**src/rtl/kvaz_multi_mapper_if.sv**
```systemverilog
// Bus bundle for kvaz_multi_mapper.
// Purpose : groups the CPU-side decode/strobe signals and the mapper outputs
//           so the mapper and its driver share one connection point.
// Signals : clke        bus-cycle clock enable
//           address     CPU address
//           select      one-hot control-register write strobe, bit i = disk i
//           data_in     CPU data for control register writes
//           stack       current access is a stack access
//           memwr/memrd memory write/read cycle active
//           bigram_addr SRAM page (0 = main RAM)
//           conflict    sticky multi-disk claim flag
//           debug       committed control registers, disk 0 in the low byte
// Modports: master drives the bus and observes results; slave is the mapper.
interface kvaz_multi_mapper_if #(
  parameter int NDISK = 2,
  parameter int OUT_W = 4
);
  logic                   clke;
  logic [15:0]            address;
  logic [NDISK-1:0]       select;
  logic [7:0]             data_in;
  logic                   stack;
  logic                   memwr;
  logic                   memrd;
  logic [OUT_W-1:0]       bigram_addr;
  logic                   conflict;
  logic [8*NDISK-1:0]     debug;

  modport master (
    output clke, address, select, data_in, stack, memwr, memrd,
    input  bigram_addr, conflict, debug
  );

  modport slave (
    input  clke, address, select, data_in, stack, memwr, memrd,
    output bigram_addr, conflict, debug
  );
endinterface

```
**src/rtl/kvaz_multi_mapper.sv**
```systemverilog
// kvaz_multi_mapper
// Purpose : maps NDISK Vector-06C RAM disks into the SRAM page space.
//           Page 0 is main RAM; disk i page p maps to 1 + 4*i + p.
//           Each disk has a control register whose writes are deferred
//           while a memory cycle is in progress.
// Ports   : clk      system clock
//           reset_n  asynchronous active-low reset
//           bus      kvaz_multi_mapper_if slave (bus inputs, page/conflict/debug)
module kvaz_multi_mapper #(
  parameter int         NDISK   = 2,
  parameter int         OUT_W   = 4,
  parameter logic [3:0] WIN_LO  = 4'hA,
  parameter logic [3:0] WIN_HI  = 4'hD,
  parameter bit         REG_OUT = 1'b0
) (
  input logic                 clk,
  input logic                 reset_n,
  kvaz_multi_mapper_if.slave  bus
);

  localparam logic [0:0] ST_IDLE = 1'b0;
  localparam logic [0:0] ST_PEND = 1'b1;

  logic [NDISK-1:0][7:0] ctrl_q;
  logic [NDISK-1:0][7:0] pend_val_q;
  logic [NDISK-1:0]      state_q;
  logic [NDISK-1:0]      commit;
  logic [NDISK-1:0]      commit_msb;
  logic [NDISK-1:0]      stk_claim;
  logic [NDISK-1:0]      ram_claim;
  logic [NDISK-1:0]      any_claim;
  logic                  mem_cyc;
  logic                  in_window;
  logic                  multi_claim;
  logic                  conflict_clr;
  logic                  conflict_q;
  logic [OUT_W-1:0]      stk_page;
  logic [OUT_W-1:0]      ram_page;
  logic                  stk_hit;
  logic                  ram_hit;
  logic [OUT_W-1:0]      page_d;

  assign mem_cyc   = bus.memrd | bus.memwr;
  assign in_window = (bus.address[15:12] >= WIN_LO) && (bus.address[15:12] <= WIN_HI);

  genvar gi;
  generate
    for (gi = 0; gi < NDISK; gi++) begin : g_disk
      // A write reaches ctrl either directly from an idle bus or from the
      // pending slot once the bus goes idle with no newer write arriving.
      assign commit[gi] = bus.clke & ~mem_cyc &
                          ((state_q[gi] == ST_IDLE) ? bus.select[gi] : ~bus.select[gi]);
      assign commit_msb[gi] = (state_q[gi] == ST_IDLE) ? bus.data_in[7] : pend_val_q[gi][7];

      always_ff @(posedge clk or negedge reset_n) begin
        if (!reset_n) begin
          ctrl_q[gi]     <= 8'h00;
          pend_val_q[gi] <= 8'h00;
          state_q[gi]    <= ST_IDLE;
        end else if (bus.clke) begin
          case (state_q[gi])
            ST_IDLE: begin
              if (bus.select[gi]) begin
                if (mem_cyc) begin
                  pend_val_q[gi] <= bus.data_in;
                  state_q[gi]    <= ST_PEND;
                end else begin
                  ctrl_q[gi] <= bus.data_in;
                end
              end
            end
            default: begin
              if (bus.select[gi]) begin
                pend_val_q[gi] <= bus.data_in;
              end else if (!mem_cyc) begin
                ctrl_q[gi]  <= pend_val_q[gi];
                state_q[gi] <= ST_IDLE;
              end
            end
          endcase
        end
      end

      assign stk_claim[gi] = ctrl_q[gi][4] & bus.stack & mem_cyc;
      assign ram_claim[gi] = ctrl_q[gi][5] & in_window & mem_cyc;
      assign any_claim[gi] = stk_claim[gi] | ram_claim[gi];
    end
  endgenerate

  // Descending scan so the lowest-numbered claimant is written last and wins.
  always_comb begin
    stk_page = '0;
    ram_page = '0;
    stk_hit  = 1'b0;
    ram_hit  = 1'b0;
    for (int i = NDISK - 1; i >= 0; i--) begin
      if (stk_claim[i]) begin
        stk_hit  = 1'b1;
        stk_page = OUT_W'(1 + 4 * i) + OUT_W'(ctrl_q[i][3:2]);
      end
      if (ram_claim[i]) begin
        ram_hit  = 1'b1;
        ram_page = OUT_W'(1 + 4 * i) + OUT_W'(ctrl_q[i][1:0]);
      end
    end
    if (stk_hit) begin
      page_d = stk_page;
    end else if (ram_hit) begin
      page_d = ram_page;
    end else begin
      page_d = '0;
    end
  end

  // More than one bit set means at least two disks claimed this access.
  assign multi_claim  = (any_claim & (any_claim - 1'b1)) != '0;
  assign conflict_clr = |(commit & commit_msb);

  // Not clke-gated: a claim collision is recorded on every edge; set beats clear.
  always_ff @(posedge clk or negedge reset_n) begin
    if (!reset_n) begin
      conflict_q <= 1'b0;
    end else begin
      conflict_q <= multi_claim | (conflict_q & ~conflict_clr);
    end
  end

  generate
    if (REG_OUT) begin : g_reg_out
      logic [OUT_W-1:0] bigram_q;
      always_ff @(posedge clk or negedge reset_n) begin
        if (!reset_n) begin
          bigram_q <= '0;
        end else begin
          bigram_q <= page_d;
        end
      end
      assign bus.bigram_addr = bigram_q;
    end else begin : g_comb_out
      assign bus.bigram_addr = page_d;
    end
  endgenerate

  assign bus.conflict = conflict_q;
  assign bus.debug    = ctrl_q;

endmodule

```
**src/flat_wrapper.sv**
```systemverilog
// flat-port wrapper written by rule: the top's interface ports become plain ports
module kvaz_multi_mapper_flat 
#(
  parameter int         NDISK   = 2,
  parameter int         OUT_W   = 4,
  parameter logic [3:0] WIN_LO  = 4'hA,
  parameter logic [3:0] WIN_HI  = 4'hD,
  parameter bit         REG_OUT = 1'b0
)
  (clk, reset_n, bus_clke, bus_address, bus_select, bus_data_in, bus_stack, bus_memwr, bus_memrd, bus_bigram_addr, bus_conflict, bus_debug);
  kvaz_multi_mapper_if #(.NDISK(NDISK), .OUT_W(OUT_W)) bus_i ();
  input logic clk;
  input logic reset_n;
  input wire logic [$bits(bus_i.clke)-1:0] bus_clke;
  input wire logic [$bits(bus_i.address)-1:0] bus_address;
  input wire logic [$bits(bus_i.select)-1:0] bus_select;
  input wire logic [$bits(bus_i.data_in)-1:0] bus_data_in;
  input wire logic [$bits(bus_i.stack)-1:0] bus_stack;
  input wire logic [$bits(bus_i.memwr)-1:0] bus_memwr;
  input wire logic [$bits(bus_i.memrd)-1:0] bus_memrd;
  output wire logic [$bits(bus_i.bigram_addr)-1:0] bus_bigram_addr;
  output wire logic [$bits(bus_i.conflict)-1:0] bus_conflict;
  output wire logic [$bits(bus_i.debug)-1:0] bus_debug;
  assign bus_i.clke = bus_clke;
  assign bus_i.address = bus_address;
  assign bus_i.select = bus_select;
  assign bus_i.data_in = bus_data_in;
  assign bus_i.stack = bus_stack;
  assign bus_i.memwr = bus_memwr;
  assign bus_i.memrd = bus_memrd;
  assign bus_bigram_addr = bus_i.bigram_addr;
  assign bus_conflict = bus_i.conflict;
  assign bus_debug = bus_i.debug;
  kvaz_multi_mapper #(.NDISK(NDISK), .OUT_W(OUT_W), .WIN_LO(WIN_LO), .WIN_HI(WIN_HI), .REG_OUT(REG_OUT)) u_core (.clk(clk), .reset_n(reset_n), .bus(bus_i));
endmodule
```
**config.mk**
```make
export PLATFORM = sky130hd
export DESIGN_NAME = kvaz_multi_mapper_flat
export DESIGN_NICKNAME = d
export VERILOG_FILES = /design/src/rtl/kvaz_multi_mapper_if.sv /design/src/rtl/kvaz_multi_mapper.sv /design/src/flat_wrapper.sv
export SDC_FILE = /design/constraint.sdc
export NUM_CORES = 1
export LEC_CHECK = 0
export CAP_MARGIN = 10
export CORE_MARGIN = 10
export CORE_UTILIZATION = 30
export DETAILED_ROUTE_END_ITERATION = 16
export GPL_ROUTABILITY_DRIVEN = 0
export PLACE_DENSITY = 0.59
export SYNTH_ARGS = -nofsm -noshare
export SYNTH_HDL_FRONTEND = slang
export SYNTH_SLANG_ARGS = --single-unit
```
**constraint.sdc**
```tcl
create_clock -name clk -period 1.93 [get_ports clk]
set_clock_uncertainty 0.2 [all_clocks]
set_input_delay 0.2895 -clock clk [delete_from_list [all_inputs] [get_ports clk]]
set_output_delay 0.2895 -clock clk [all_outputs]
set_load 0.01 [all_outputs]
```
### After elaboration in Yosys (flattened, before gate mapping)

Index checks and enable logic that the tools add are counted.

* input bits: 32
* output and inout port bits: 21
* register bits after elaboration: 35

* reductions and logical operators: 11
* order comparisons: 2
* add/subtract/negate cells: 5
* bitwise operators: 22
* multiplexer cells: 37
* equal/unequal tests: 6

Operators with widths (number)
* $mux 8: 16
* $mux 4: 6
* $mux 1: 15
* $and 1x1->1: 12
* $reduce_and 5->1: 2
* $reduce_bool 2->1: 5
* $add 3x2->4 const A: 2
* $ne 2x2->1 const B: 4
* $add 1x2->3 const A: 2
* $reduce_and 3->1: 2
* $and 2x2->2: 2
* $ge 4x4->1 const B: 1
* $le 4x4->1 const B: 1
* $ne 2x1->1 const B: 2
* $not 1->1: 4
* $or 1x1->1: 4
* $reduce_or 2->1: 1
* $sub 2x1->2 const B: 1
* $logic_and 1x1->1: 1

### Depth between registers and ports, before layout

* word-level depth: 9
* mapped depth: 8
* gate-level depth less buffers: 6

### Worst setup path before layout

OpenSTA, ideal clock, no wires.

* path type: reg2reg
* start point: register u_core.state_q[1]
* end point: register u_core.ctrl_q, in the netlist u_core.bus.debug[12]
* setup slack: 0.104 ns
* period minus slack after synthesis: 1.826 ns
* arrival: 1.490 ns
* library setup time: 0.136 ns
* data required time: 1.594 ns
* buffers on the path: 2
* cell stages (with the launch flop): 9
* cells stage by stage: dfrtp_1 > buf_2 > inv_1 > ha_1 > a21oi_1 > nand3_1 > clkbuf_1 > nand2_1 > o21ai_0

* longest elaborated chain between the ends: 2
* elaborated cells between the ends (all ways): 5
* those cells by class: eq/ne: 2; mux: 1; reduce/logical: 2

RTL lines
* from (decl): line kvaz_multi_mapper.sv:26 `logic [NDISK-1:0] state_q;`
* from (signal, indexed assignment): line kvaz_multi_mapper.sv:59 `state_q[gi] <= ST_IDLE;`
* from (signal, indexed assignment): line kvaz_multi_mapper.sv:66 `state_q[gi] <= ST_PEND;`
* from (signal, indexed assignment): line kvaz_multi_mapper.sv:77 `state_q[gi] <= ST_IDLE;`
* $ne 2x1->1 (no source line), or another cell as far along
* $reduce_and 5->1 (no source line)
* to (signal, indexed assignment): line kvaz_multi_mapper.sv:68 `ctrl_q[gi] <= bus.data_in;`
* to (signal, indexed assignment): line kvaz_multi_mapper.sv:76 `ctrl_q[gi] <= pend_val_q[gi];`
* to (decl): line kvaz_multi_mapper.sv:24 `logic [NDISK-1:0][7:0] ctrl_q;`

Several ways; a longest one is shown, not always the timed one.
A chain may end at the register's enable or synchronous reset.

### Final worst setup path

* start point: register u_core.ctrl_q, in the netlist u_core.bus.debug[4]
* end point: output port bus_bigram_addr[1]

* longest elaborated chain between the ends: 4
* elaborated cells between the ends (all ways): 5
* those cells by class: mux: 3; bitwise: 2

RTL lines
* $and 1x1->1 * (2 in series): line kvaz_multi_mapper.sv:84 `assign stk_claim[gi] = ctrl_q[gi][4] & bus.stack & mem_cyc;`
* $mux 4 or $mux 1 (tied branches): line kvaz_multi_mapper.sv:97 `if (stk_claim[i]) begin`
* $mux 4 *: line kvaz_multi_mapper.sv:106 `if (stk_hit) begin`
* to (decl): line flat_wrapper.sv:21 `output wire logic [$bits(bus_i.bigram_addr)-1:0] bus_bigram_addr;`

Every way passes the cells marked *; elsewhere a longest branch is shown, timed or not.

==> results.md <==
- Met2 wire len: 2410 um
- Diode count: 0
- Final nets: 277
- Met1 WL: 2140 um
- Die area: 9520 um2
- Wirelength per Cell: 15.3 um
- DRC violations left: 0
- Pwr/cell area: 1110 nW/um2
- 1st-pass router iterations: 4
- Post-CTS Hold Buffers: 0
- Post-DRT Antenna Nets: 0
- Final hold slack: 0.227 ns
- Relative slew slack: 0.693
- Port buffer count: 39
- Final setup viols: 1
- RSZ-0062 raised after global routing: yes
- Hold Crit Class: in2async
- Clk_lat worst skew: 0.29 ns
- Yosys cell types: 29
- Via count: 1475
- CP startpoint kind: flop
- MaxCap Viol Count: 0
- Placed cell count: 302
- CTS max path bufs: 2
- Largest net degree at the start of global routing: 36
- Period utilization: 1.01
- Worst path arrival time: 1.46 ns
- Cells after Synth: 162
- Setup crit start: u_core.bus.debug[4]
- PnR worst setup slack: -0.0219 ns
- Failing checks: negative setup slack
- Seq cells post-synth: 35
- CTS root buffer: clkbuf_8
- Tmin final: 1.95 ns
- Worst Path Max Fanout: 4
- CTS buffer count: 5
- # clock sinks: 35
- Pleak: 1.26 nW
- Status: complete, but fails checks
- Reg clk slew, reported paths: 0.07 ns
- Synthesized area: 1810 um2
- Die X: 97.6 um
- Initial antenna violation count: 0
- Syn_nets: 200
- Post-DP Area: 2530 um2
- DR WL met3: 215 um
- Final std cell area, no fill: 2770 um2
- Worst path required time: 1.44 ns
- First-pass GRT wire length: 8000 um
- Total Wirelength: 4820 um
- Register area share after synthesis: 0.485
- Ports: 53
- Max-slew violations: 0
- Row cnt: 28
- Hold Fails Final Rpt: 0
- Worst path slowest cell: dfrtp_2
- Peak VDD IR: 0.000371 V
- Max Used Layer: met4
- RR Startpoint: u_core.state_q[1]
- Via-to-Cell Ratio: 4.68
- Syn Area/Cell: 11.1 um2
- WS Path Type: reg2out
- CP Cell Sequence: o211ai_1, buf_4, mux2i_2, o22ai_2, buf_2
- Vias in the first global route: 1527
- Layout cells sized above 1: 0.375
- CP peak stage delay: 0.45 ns
- Total number of yosys warnings: 0
- Post-DP HPWL: 3660 um
- CP endpoint kind: output pin
- H-Tree Depth: 2
- Worst slack, placed: -0.698 ns
- Initial DRC count: 47
- Area Overhead vs Synth: 53.2%
- Core area: 5890 um2
- Total gr overflow: 0
- R2r worst-path depth: 6
- Slew of the pin with the lowest slew margin: 0.460 ns
- Non-Filler Instances: 315
- Die H: 97.6 um
- Initial core utilization: 0.307
- Max Fclk: 512 MHz
- TritonCTS clock tree: yes
- GRT Util Overall: 0.103
-- state kept, by name, summed over array words and instances (netlist names) --
name	cells
u_core.pend_val_q	16
u_core.bus.debug	16
u_core.state_q	2
u_core.bus.conflict	1
-- kinds of logic (layout without fill, tap and decap cells) --
family / after synthesis / count (layout) / synth area share
AO/OA/AOI/OAI: 40 / 40 / 0.151
multiplexers: 35 / 35 / 0.208
AND/OR/NAND/NOR: 30 / 30 / 0.0721
adder cells (fa/ha/maj): 6 / 6 / 0.0416
flip-flops: 35 / 35 / 0.485
XOR/XNOR: 1 / 1 / 0.00485
buffers and inverters: 15 / 93 / 0.0374
-- report_power, final --
part	total, mW	internal (mW)	switching, mW
clock	0.687	0.418	0.269
combinational	1.32	0.755	0.563
sequential	1.06	0.927	0.136
-- Yosys cell counts --
cell type | number | area (um2)
a21boi_1 | 1 | 7.51
a21oi_1 | 8 | 40.0
a221o_1 | 1 | 10.0
a22oi_1 | 3 | 22.5
a32o_1 | 2 | 20.0
and3_1 | 1 | 6.26
buf_2 | 3 | 15.0
buf_6 | 1 | 11.3
clkbuf_1 | 4 | 15.0
dfrtp_1 | 35 | 876
ha_1 | 6 | 75.1
inv_1 | 7 | 26.3
mux2_1 | 1 | 11.3
mux2_2 | 19 | 214
mux2i_1 | 15 | 150
nand2_1 | 19 | 71.3
nand2b_1 | 1 | 6.26
nand3_1 | 2 | 10.0
nor2_1 | 4 | 15.0
nor3b_1 | 2 | 15.0
o2111ai_1 | 1 | 8.76
o211ai_1 | 1 | 7.51
o211ai_4 | 2 | 42.5
o21a_1 | 1 | 7.51
o21ai_0 | 16 | 80.1
o22ai_1 | 3 | 18.8
o31ai_1 | 1 | 7.51
or2_1 | 1 | 6.26
xor2_1 | 1 | 8.76
-- through the flow --
| step | TNS [ns] | utilization | total power, mW |
|---|---|---|---|
| after floorplan | 0 | - | 1.58 |
| after global placement | -6.44 | 0.430 | 2.27 |
| after detailed placement | -6.80 | 0.430 | 2.28 |
| after CTS | -0.0502 | 0.456 | 3.02 |
| after global routing | -0.209 | 0.470 | 3.26 |
| final | -0.0219 | 0.470 | 3.07 |
-- worst max-delay path, delay by kind of cell (launching register included) --
family                 cells  cell delay [ns]
AO/OA/AOI/OAI              2             0.18
buffers and inverters      2             0.32
flip-flops                 1             0.45
multiplexers               1             0.22
-- layer usage --
| layer | vias to the layer above | GRT usage |
|---|---|---|
| li1 | 736 | - |
| met1 | 706 | 0.121 |
| met4 | 0 | 0.0358 |
| met5 | - | 0 |
| met2 | 28 | 0.170 |
| met3 | 5 | 0.0327 |
-- cell type report --
cell class                 instances  area [um2]
inverter                           7        26.3
fill                             560        3120
clock inverter                     2        35.0
timing repair buffer              78         702
tap                               75        93.8
multi-input combinational        112         948
clock buffer                       6        82.6
sequential                        35         878
-- path summary, 6_finish.rpt --
path / endpoint / slack, ns
max: bus_bigram_addr[1] / -0.02
min: u_core.state_q[1] / 0.23
max reg2reg: u_core.bus.debug[10] / 0.19
min reg2reg: u_core.bus.debug[6] / 0.29
max in group asynchronous: u_core.bus.debug[4] / 0.96
min in group clk: u_core.bus.debug[6] / 0.29
-- what timing repair did --
| item | in CTS | in global routing |
|---|---|---|
| pin swaps | 7 | 7 |
| endpoints found under the setup margin | 5 | 4 |
| resized for setup | 36 | 15 |
| setup buffers | 2 | 3 |
-- cell usage in the layout, fill, tap and decap left out, types with 4 or more instances in the layout --
cell type,instances
buf_4,33
dfrtp_1,33
clkdlybuf4s50_1,30
mux2_2,19
nand2_1,17
mux2i_1,14
o21ai_0,14
inv_1,7
a21oi_1,7
ha_1,6
clkbuf_8,6
dlygate4sd2_1,4
buf_2,4
Note: power is estimated with default switching activity, not from simulation.
